===== src/rtl/uart_pkg.sv =====
// uart_pkg: default sizing constants and width helper shared by the baud generator files
package uart_pkg;
    localparam int DIV_W_DEF  = 16;
    localparam int FRAC_W_DEF = 4;
    localparam int OVS_DEF    = 16;

    // Width of an index ranging 0..n-1, never less than one bit
    function automatic int log2w(input int n);
        return (n > 1) ? $clog2(n) : 1;
    endfunction
endpackage


===== src/rtl/uart_frac_div.sv =====
// uart_frac_div: fractional prescaler producing the oversample terminal-count strobe
//   Clock/Reset      : system clock, async active-low reset
//   Enable           : low freezes prescaler and accumulator
//   Divisor/DivFrac  : prescale value, captured into divQ/fracQ on Load
//   Sync             : restarts the prescale period with the (possibly just loaded) divisor
//   Tick             : combinational terminal count, registered by the parent
module uart_frac_div
    import uart_pkg::*;
#(
    parameter int DIV_W  = DIV_W_DEF,
    parameter int FRAC_W = FRAC_W_DEF
) (
    input  logic              Clock,
    input  logic              Reset,
    input  logic              Enable,
    input  logic [DIV_W-1:0]  Divisor,
    input  logic [FRAC_W-1:0] DivFrac,
    input  logic              Load,
    input  logic              Sync,
    output logic              Tick
);
    logic [DIV_W-1:0]  divQ, count, reloadVal, syncDiv;
    logic [FRAC_W-1:0] fracQ, acc;
    logic [FRAC_W:0]   sum;

    always_comb begin
        sum       = {1'b0, acc} + {1'b0, fracQ};
        reloadVal = divQ - DIV_W'(1) + DIV_W'(sum[FRAC_W]);
        // A coincident Load must already govern the Sync restart
        syncDiv   = Load ? Divisor : divQ;
        Tick      = Enable && (divQ != '0) && (count == '0) && !Sync;
    end

    always_ff @(posedge Clock or negedge Reset) begin
        if (!Reset) begin
            divQ  <= '0;
            fracQ <= '0;
            count <= '0;
            acc   <= '0;
        end else begin
            if (Load) begin
                divQ  <= Divisor;
                fracQ <= DivFrac;
            end
            if (Sync) begin
                count <= (syncDiv == '0) ? '0 : syncDiv - DIV_W'(1);
                acc   <= '0;
            end else if (Tick) begin
                count <= reloadVal;
                acc   <= sum[FRAC_W-1:0];
            end else if (Enable && divQ != '0) begin
                count <= count - DIV_W'(1);
            end
        end
    end
endmodule


===== src/rtl/uart_baud_gen_prog.sv =====
// uart_baud_gen_prog: programmable fractional baud generator with oversample phase outputs
//   Clock/Reset      : system clock, async active-low reset
//   Enable           : low freezes counters and suppresses ticks
//   Divisor/DivFrac  : prescale value (cycles per oversample tick), captured on Load
//   Sync             : restarts the baud phase for start-bit alignment
//   BaudTick16       : oversample-rate pulse
//   BaudTick         : baud-rate pulse, coincident with OvsPhase wrapping to 0
//   BaudClock        : high while OvsPhase is in the upper half
//   OvsPhase         : oversample index 0..OVS-1
module uart_baud_gen_prog
    import uart_pkg::*;
#(
    parameter int DIV_W  = DIV_W_DEF,
    parameter int FRAC_W = FRAC_W_DEF,
    parameter int OVS    = OVS_DEF
) (
    input  logic                   Clock,
    input  logic                   Reset,
    input  logic                   Enable,
    input  logic [DIV_W-1:0]       Divisor,
    input  logic [FRAC_W-1:0]      DivFrac,
    input  logic                   Load,
    input  logic                   Sync,
    output logic                   BaudTick16,
    output logic                   BaudTick,
    output logic                   BaudClock,
    output logic [log2w(OVS)-1:0]  OvsPhase
);
    localparam int PH_W = log2w(OVS);

    logic            tick;
    logic [PH_W-1:0] phaseNext;

    uart_frac_div #(.DIV_W(DIV_W), .FRAC_W(FRAC_W)) uDiv (
        .Clock   (Clock),
        .Reset   (Reset),
        .Enable  (Enable),
        .Divisor (Divisor),
        .DivFrac (DivFrac),
        .Load    (Load),
        .Sync    (Sync),
        .Tick    (tick)
    );

    // OVS is a power of two, so the phase wraps by natural overflow
    always_comb phaseNext = Sync ? '0 : OvsPhase + PH_W'(tick);

    // All outputs update on the same edge so BaudClock always agrees with OvsPhase
    always_ff @(posedge Clock or negedge Reset) begin
        if (!Reset) begin
            BaudTick16 <= 1'b0;
            BaudTick   <= 1'b0;
            BaudClock  <= 1'b0;
            OvsPhase   <= '0;
        end else begin
            BaudTick16 <= tick;
            BaudTick   <= tick && (OvsPhase == PH_W'(OVS - 1));
            BaudClock  <= phaseNext >= PH_W'(OVS / 2);
            OvsPhase   <= phaseNext;
        end
    end
endmodule


===== config.mk =====
export PLATFORM = sky130hd
export DESIGN_NAME = uart_baud_gen_prog
export DESIGN_NICKNAME = d
export VERILOG_FILES = /design/src/rtl/uart_pkg.sv /design/src/rtl/uart_frac_div.sv /design/src/rtl/uart_baud_gen_prog.sv
export SDC_FILE = /design/constraint.sdc
export NUM_CORES = 1
export LEC_CHECK = 0
export ABC_AREA = 1
export CAP_MARGIN = 30
export CORE_ASPECT_RATIO = 1.75
export CORE_MARGIN = 2
export CORE_UTILIZATION = 50
export CTS_CLUSTER_DIAMETER = 40
export DETAILED_ROUTE_END_ITERATION = 8
export DONT_BUFFER_PORTS = 1
export PLACE_DENSITY = 0.68
export SYNTH_ARGS = -nofsm -noshare
export SYNTH_HDL_FRONTEND = slang
export SYNTH_SLANG_ARGS = --single-unit

===== constraint.sdc =====
create_clock -name Clock -period 2.6 [get_ports Clock]
set_input_delay 0.26 -clock Clock [delete_from_list [all_inputs] [get_ports Clock]]
set_output_delay 0.26 -clock Clock [all_outputs]
set_load 0.005 [all_outputs]

# After elaboration in Yosys (flattened, before gate mapping)
# Index checks and enable logic that the tools add are counted.
# word_totals
ff_bits,47
in_bits,25
output_inout_bits,7
word_cells,34
# op_classes
addsub,6
magnitude_cmp,1
eq_ne,1
muxes,8
reduce_logical,10
# ops
operator,count
$mux W16,5
$sub A16 B1 Y16 const B,3
$logic_not A16 Y1,2
$add A16 B1 Y16,1
$reduce_bool A16 Y1,1
$mux W4,3
$add A4 B4 Y5,1
$add A4 B1 Y4,1
$eq A4 B4 Y1 const B,1
$ge A4 B4 Y1 const B,1
$logic_and A1 B1 Y1,4
$reduce_bool A3 Y1,1
$reduce_bool A2 Y1,1
$logic_not A1 Y1,1

# Logic depth before layout (Yosys ltp)
# Gate-level depths: netlist of the first run.
# logic_depth
ltp_word,7
depth_mapped,17
depth_no_buf,17

# By module
# Synthesis of the first run repeated with hierarchy kept, for this count alone.
# hier_totals
cells_unflattened,561
area_unflattened_um2,3764.9
# by_module_without_submodules
mod,instances,cells_each,area_per_inst_um2,seq_area_each_um2
uart_frac_div,1,535,3488.3,1001.0
uart_baud_gen_prog,1,26,276.5,175.2

# Worst setup path after synthesis of the first run
# Ideal clock, no wire load.
# synth_path
kind,register to register
startpoint,reg uDiv.acc[0]
endpoint,reg uDiv.count[15]
t_arrival_ns,2.283
setup_slack_ns,0.201
path_stages_with_launch,16
path_buffers,0
cell_sequence,dfrtp_1 > ha_1 > fa_1 > nand2_1 > nand2_1 > a21oi_1 > ha_1 > nand3_1 > nor2_1 > nand3_1 > nor2_1 > nand2_1 > nand3_1 > nand2_1 > nor2_1 > nor2_1
# synth_via
elab_chain_cells,4
# synth_lines
element,line_no,rtl
"start, declared",uart_frac_div.sv:23,"logic [FRAC_W-1:0] fracQ, acc;"
"start signal, assigned",uart_frac_div.sv:50,acc <= sum[FRAC_W-1:0];
$add A4 B4 Y5,uart_frac_div.sv:27,"sum = {1'b0, acc} + {1'b0, fracQ};"
$add A16 B1 Y16,uart_frac_div.sv:28,reloadVal = divQ - DIV_W'(1) + DIV_W'(sum[FRAC_W]);
$mux W16,uart_frac_div.sv:48,end else if (Tick) begin
$mux W16,uart_frac_div.sv:45,if (Sync) begin
"end signal, assigned",uart_frac_div.sv:46,count <= (syncDiv == '0) ? '0 : syncDiv - DIV_W'(1);
"end signal, assigned",uart_frac_div.sv:49,count <= reloadVal;
"end signal, assigned",uart_frac_div.sv:52,count <= count - DIV_W'(1);
"end, declared",uart_frac_div.sv:22,"logic [DIV_W-1:0] divQ, count, reloadVal, syncDiv;"
# No other way between the ends.
# A chain may end at the register's enable or synchronous reset.

# Worst setup path after layout of the first run
# layout_path
startpoint,reg uDiv.acc[0]
endpoint,reg uDiv.count[9]
# Same word-level chain as after synthesis.

==> metrics, run 1 <==
1st-pass router iterations=4; worst-path cell chain=ha_2, fa_2, nand2_1, nand2_1, a21oi_2, ha_2, nand3_2, nor2_4, buf_4, nand3_1, nand2_1, nand2_1, nand2_1, nand3_1, nor2_1, nor2_1; Antenna Nets Post-Route=0; xor/xnor cell area share of the yosys netlist=0.05364; Initial Utilization=0.5201; Synth Area per Inst=about 6.7 um^2; Synth async-reset ratio=1.000; status=completed; Top Family by Delay on Critical Path=simple AND/OR/NAND/NOR gates; Yosys top cell area share=0.3204; Vias=between 3000 and 4000; routed wl met2=4779 um; critical path arrival=between 2 and 3 ns; Util after Layout=0.5589; min-delay src=Sync; Worst Skew=roughly 0.0064 ns; total grt overflow=0; post-route non-filler standard cell count=619; EDFF count, synth=0; Root Driver=clkbuf_16; Mapped Nets=~570; adder-cell share of the synthesized area=0.04389; sequential power share=0.433; Compound-Gate Fraction of Synth Area=0.06862; Max-cap violations=0; CTS tree=yes; initial antenna violation count=0; critical path's largest stage delay=0.39 ns; WL/cell=14.54 um; Global Route Usage Sum=0.2570; I/O Pins=32; first-pass GRT wire length=approximately 15000 um; Worst VDD drop=~650 uV; Req. time, crit path=about 2.8 ns; clk slew on worst S/H paths=approximately 0.070 ns; Crit. End Element=flip-flop; fillcell total=between 700 and 800; Logic pwr share=0.236; WL met3=approximately 270 um; Netlist cell types=32; Worst setup startpoint=uDiv.acc[0]; layout cells sized above 1=0.1271; yosys warns=0; Seq/Total Area, Yosys=0.3204; Area Growth Syn to Fin=7.454%; dpl cells=approximately 610; clk sink count=46; die height=116.1 um; RSZ-0062 raised after global routing=true; Pwr Total=slightly below 0.002 W; Synth Cell Area=approximately 0.0036 mm^2; maximum clock frequency=just over 0.4 GHz; Switching Share=0.3438; slowest stage cell, crit path=dfrtp_1; LEAKAGE=about 1.8 nW; Site Rows=40; Max transition margin=0.6655; DRC=0; post-layout minimum cycle time=about 2.5 ns; Clk pwr share=0.331; Synth Area in Simple Gates=0.4253; core area=just under 0.007 mm^2; Die Span X=a little under 70 um; Setup TNS=0 ns; hpwl dp=~7000 um; min-delay worst type=input port to flip-flop; Cells after Synth=534; routability cong.=about 0.95; crit-path max FO=3; H-tree Lvls=2; Setup violations, final=0; Clock Path Buffers=2; Iter 0 DRT Violations=approximately 200; ant diodes=0; Reg-to-Reg Start=uDiv.acc[0]; DR top layer=met4; CTS buffer count=5; P per Cell Area=513.9 mW/mm^2; largest family of logic cells by synthesized area=simple AND/OR/NAND/NOR gates; most frequent CP cell=nand2_1; number of buffers added on ports=0; Routed WL=9001 um; crit path buf inv count=1; slew of the pin with the lowest slew margin=around 0.5 ns; Post-synth top cells=nand2_1, nor2_1, inv_1; largest net degree at the start of global routing=47; cell taking the most area after synthesis=dfrtp_1; net switching power=a little under 0.0007 W; number of global-route vias before repair=roughly 3300; top-count cell post-synth=nand2_1; predominant post-synthesis flop cell=dfrtp_1; vias per std cell=between 5 and 6; Internal Dissipation=approximately 0.0013 W; kind of critical path=flip-flop to flip-flop; Slew Limit Fails=0; FF+latch count, synth=46; final hold vios=0; M1 wire length=~3600 um; nets=around 570; die area=0.007906 mm^2; insertion delay to the later sink of the worst-skew pair=0.30 ns; main area contributors after synthesis=dfrtp_1, nand2_1, nor2_1, nand3_1, inv_1; crit share post-route=0.9492; post-synthesis mux area share=0; Critical Path Start Type=flip-flop
==> per-stage QoR <==
| step | area, um^2 | hold WS, ns | setup WS [ns] |
|---|---|---|---|
| 2_1_floorplan | 3592 | -0.03559 | 0.2006 |
| 3_3_place_gp | 3628 | -0.03407 | 0.03298 |
| 3_5_place_dp | 3628 | -0.03410 | -0.1004 |
| 4_1_cts | 3834 | 0.01813 | 0.01403 |
| 5_1_grt | 3860 | 0.02261 | -0.02103 |
| 6_report | 3860 | 0.02697 | 0.1321 |
==> kinds of logic after synthesis <==
kind of cell	after synthesis
and+or+nand+nor	343
buffers and inverters	71
DFF	46
AOI/OAI and AO/OA	40
xor gates and xnor gates	22
adders and majority gates	12
==> routing by layer <==
metal,GRT usage,up-vias
li1,-,1681
met1,0.2916,1513
met2,0.4550,64
met3,0.03950,20
met4,0.1253,0
met5,0,-
==> sequential cells by signal, indices dropped and copies added, names as in the netlist <==
register / count
uDiv.divQ: 16
OvsPhase: 3
uDiv.acc: 4
BaudTick: 1
BaudClock: 1
uDiv.fracQ: 4
BaudTick16: 1
uDiv.count: 16
==> cell usage in the layout (no fill, tap or decap), types with 2 or more instances in the layout <==
cell,count
a21oi_1,6
a22o_1,2
a31oi_1,2
buf_4,4
clkbuf_16,5
dfrtp_1,46
ha_1,9
ha_2,2
inv_1,54
inv_2,4
nand2_1,150
nand2_2,12
nand2_4,2
nand3_1,40
nand3_2,5
nand3b_1,5
nand4_1,9
nor2_1,97
nor2_2,9
nor2_4,7
nor3_1,3
nor3_4,2
o21ai_0,16
o21ai_1,3
o21ai_2,9
xnor2_1,8
xor2_1,14
==> layout make-up <==
cell class              count  area (um^2)  share of cell area
clock inverters             3        21.27            0.005511
multi-input cells         417         2172              0.5627
repair buffers              6        67.56             0.01750
flip-flops and latches     46         1151              0.2982
clock buffers               5        125.1             0.03241
inverters                  58        217.7             0.05640
well taps                  84        105.1             0.02723
==> worst register-to-register path, delay by kind of cell (launching register included) <==
kind / cells / cell delay (ns)
DFF: 1 / 0.39
adders and majority gates: 3 / 0.78
buffers and inverters: 1 / 0.15
AOI/OAI and AO/OA: 1 / 0.12
and+or+nand+nor: 11 / 0.94
==> power by group through the flow <==
stage | clock, W | sequential (W) | combinational (W)
2_1_floorplan | 0 | 0.000849 | 0.000376
3_3_place_gp | 0 | 0.000866 | 0.000430
3_5_place_dp | 0 | 0.000870 | 0.000439
4_1_cts | 0.000666 | 0.000856 | 0.000466
5_1_grt | 0.000691 | 0.000868 | 0.000538
6_report | 0.000657 | 0.000859 | 0.000468
==> timing repair <==
action	4_1_cts	5_1_grt
setup endpoints to repair	7	10
pin swaps	3	2
buffers inserted	0	0
hold buffers	2	0
endpoints found under the hold margin	46	0
gates resized for setup	6	7
==> final timing paths <==
kind	cells after the start	endpoint	slack, ns
setup / recovery	16	uDiv.count[9]	0.13
hold / removal	1	OvsPhase[1]	0.03
setup reg to reg	16	uDiv.count[9]	0.13
hold reg to reg	2	uDiv.fracQ[2]	0.49
max in group asynchronous	2	uDiv.fracQ[1]	1.91
min in group asynchronous	2	BaudTick	0.46
No activity file was read; power rests on OpenSTA's default activity.
==> run 2: changes to the inputs <==
- ABC_AREA: 1 -> unset
==> metrics, run 2 <==
Req. time, crit path=2.83 ns (+0.04 ns); Worst Hold Depth=1 (unchanged); Clock Path Buffers=2 (unchanged); Synth Cell Area=0.003273 mm^2 (-8.9%); Yosys top cell area share=0.3517 (+0.03124); commonest non-fill, non-tap cell in the layout=dfrtp_1; r2r worst-path depth=10 (-6); I/O Pins=32 (unchanged); Setup TNS=-0.4246 ns (-0.4246 ns); crit share post-route=1.036 (+0.08715); CTS buffer count=5 (unchanged); Critical Path Start Type=flip-flop; hpwl dp=6828 um (-2.6%); predominant post-synthesis flop cell=dfrtp_1; vias per std cell=6.419 (+21%); Site Rows=39 (-2.5%); maximum clock frequency=0.3711 GHz (-8.4%); Seq/Total Area, Yosys=0.3517 (+0.03124); worst-path cell chain=ha_2, fa_2, a21o_1, a21oi_2, ha_4, nor4b_4, nand4_1, xor2_2, a2111oi_4, a211o_1; Final WS setup=-0.09451 ns (-0.2266 ns); first-pass GRT wire length=15080 um (about the same); Mapped Nets=393 (-31%); pre-CTS WS=-0.1974 ns (-0.09700 ns); most frequent cells in the layout=dfrtp_1, buf_4, nor2_1; EDFF count, synth=0 (unchanged); largest net degree at the start of global routing=47 (unchanged); main area contributors after synthesis=dfrtp_1, xnor2_1, mux2_2, ha_1, a21oi_1; yosys warns=0 (unchanged); Synth async-reset ratio=1.000 (unchanged); RSZ-0062 raised after global routing=true; layout cells sized above 1=0.2375 (+0.1104); Netlist cell types=60 (+88%); Top Family by Delay on Critical Path=compound AO/OA/AOI/OAI gates; H-tree Lvls=2 (unchanged); Setup violations, final=9 (+9); crit path buf inv count=0 (-1); total grt overflow=0 (unchanged); sequential standard cell area=0.001151 mm^2 (unchanged); min-delay worst type=input port to flip-flop; Worst VDD drop=316.6 uV (-52%); post-layout minimum cycle time=2.695 ns (+0.2266 ns); FF+latch count, synth=46 (unchanged); final hold vios=0 (unchanged); P per Cell Area=522.6 mW/mm^2 (+1.7%); Initial Utilization=0.5082 (-0.01195); critical path's largest stage delay=0.40 ns (about the same); Synth Area per Inst=9.194 um^2 (+37%); number of buffers added on ports=0 (unchanged); Max-cap violations=0 (unchanged); Hold Path Sink=uDiv.acc[3]; insertion delay to the later sink of the worst-skew pair=0.29 ns (about the same); Reg-to-Reg Start=uDiv.fracQ[0]; WL/cell=20.47 um (+41%); Largest regs=uDiv.count (16), uDiv.divQ (16); slew of the pin with the lowest slew margin=0.8092 ns (+0.3113 ns); Vias=2959 (-9.7%); FF-to-FF End=uDiv.count[13]; LEAKAGE=1.576 nW (-15%); crit-path max FO=4 (+1); critical path arrival=2.93 ns (+0.27 ns); Root Driver=clkbuf_16; Area Growth Syn to Fin=19.57%; Cells after Synth=356 (-33%); 1st-pass router iterations=4 (unchanged); Pwr Total=0.002045 W (+3.1%); clk sink count=46 (unchanged); Worst Skew=0.005172 ns (-0.001181 ns); Post-synth top cells=dfrtp_1, nor2_1, a21oi_1, nor3_1, xnor2_1; kind of critical path=flip-flop to flip-flop; final hold slack=0.03282 ns (+0.005843 ns); Antenna Nets Post-Route=0 (unchanged); reg2reg setup slack=-0.09 ns (-0.23 ns); slowest stage cell, crit path=dfrtp_1; Routed WL=9438 um (+4.9%); failing checks=negative setup slack; Max transition margin=0.4605 (-0.2050); status=finished with violations; number of global-route vias before repair=3029 (-6.9%); die area=0.007235 mm^2 (-8.5%); Global Route Usage Sum=0.2707 (+0.01372); ant diodes=0 (unchanged); Util after Layout=0.6076 (+0.04874); DRC=0 (unchanged); clk slew on worst S/H paths=0.07 ns (about the same); min-delay src=Sync; die height=111.0 um (-4.4%); Crit. End Element=flip-flop; Iter 0 DRT Violations=178 (-11%); initial antenna violation count=0 (unchanged); Die Span X=65.16 um (-4.3%); nets=415 (-27%); core area=0.006441 mm^2 (-6.7%); Slew Limit Fails=0 (unchanged); CTS tree=yes; routability cong.=0.9098 (-4.2%); fillcell total=558 (-20%); top-count cell post-synth=dfrtp_1; cell taking the most area after synthesis=dfrtp_1; Multi-input gate area=0.002143 mm^2 (-1.3%)
## run 2: changes by cell type in the layout (fill, tap and decap cells not counted), moves of 11 or more
| cell | previous run | this run |
|---|---|---|
| xnor2_1 | 8 | 19 |
| nand2_2 | 12 | 0 |
| nor3_1 | 3 | 21 |
| buf_4 | 4 | 34 |
| nor4_1 | 0 | 11 |
| nor2_1 | 97 | 24 |
| mux2_2 | 0 | 14 |
| nand3_1 | 40 | 10 |
| nand2_1 | 150 | 15 |
| a21oi_1 | 6 | 19 |
| inv_1 | 54 | 14 |
## run 2: worst max-delay path by stage
stage	from	endpoint	slack (ns)	cells past startpoint
3_3_place_gp	uDiv.acc[0]	uDiv.count[15]	-0.08	11
3_5_place_dp	uDiv.acc[0]	uDiv.count[8]	-0.20	11
4_1_cts	uDiv.fracQ[0]	uDiv.count[13]	-0.09	10
5_1_grt	uDiv.fracQ[0]	uDiv.count[8]	-0.18	11
6_report	uDiv.fracQ[0]	uDiv.count[13]	-0.09	10
2_1_floorplan	Load	uDiv.count[4]	0.01	10
## run 2: where the power goes
part | switching [W] | internal (W) | leakage [nW]
Sequential | 0.000105 | 0.000782 | 0.565
Clock | 0.000286 | 0.000381 | 0.0729
Combinational | 0.000255 | 0.000236 | 0.938
## run 2: routing by layer
metal	GRT usage	wire [um]	up-vias
met2	0.4918	5266	107
met4	0.1264	344	0
met5	0	0	-
li1	-	-	1370
met1	0.2992	3409	1457
met3	0.03756	416	25
## run 2: worst reg2reg max path: stages (launching register included)
cell and delay, ns:
dfrtp_1 0.40, ha_2 0.19, fa_2 0.34, a21o_1 0.20
a21oi_2 0.19, ha_4 0.21, nor4b_4 0.28, nand4_1 0.21
xor2_2 0.20, a2111oi_4 0.28, a211o_1 0.13
## run 2: kinds of logic after synthesis
group	after synthesis	share of synthesized area
buf+inv	36	0.04663
mux	24	0.07875
flops	46	0.3517
simple gates	121	0.2060
xor+xnor	27	0.07225
compound gates	90	0.1965
fa+ha+maj	12	0.04816
## run 2: metrics by stage
stage | instance area [um^2] | std cells
after floorplan | 3327 | 356
after detailed placement | 3542 | 443
after global routing | 3914 | 461
after CTS | 3807 | 456
final | 3914 | 461
after global placement | 3542 | 443
## run 2: timing repair
| item | in CTS | in global routing |
|---|---|---|
| hold buffers | 2 | 0 |
| endpoints found under the setup margin | 12 | 15 |
| resized for setup | 10 | 14 |
| endpoints found under the hold margin | 46 | 0 |
| buffers inserted | 3 | 5 |
| pin swaps | 14 | 31 |
## run 2: layout make-up
| class | count | area share |
|---|---|---|
| inverters | 14 | 0.01343 |
| well taps | 82 | 0.02621 |
| flip-flops and latches | 46 | 0.2941 |
| repair buffers | 37 | 0.07992 |
| multi-input cells | 274 | 0.5476 |
| clock inverters | 2 | 0.003197 |
| clock buffers | 6 | 0.03549 |
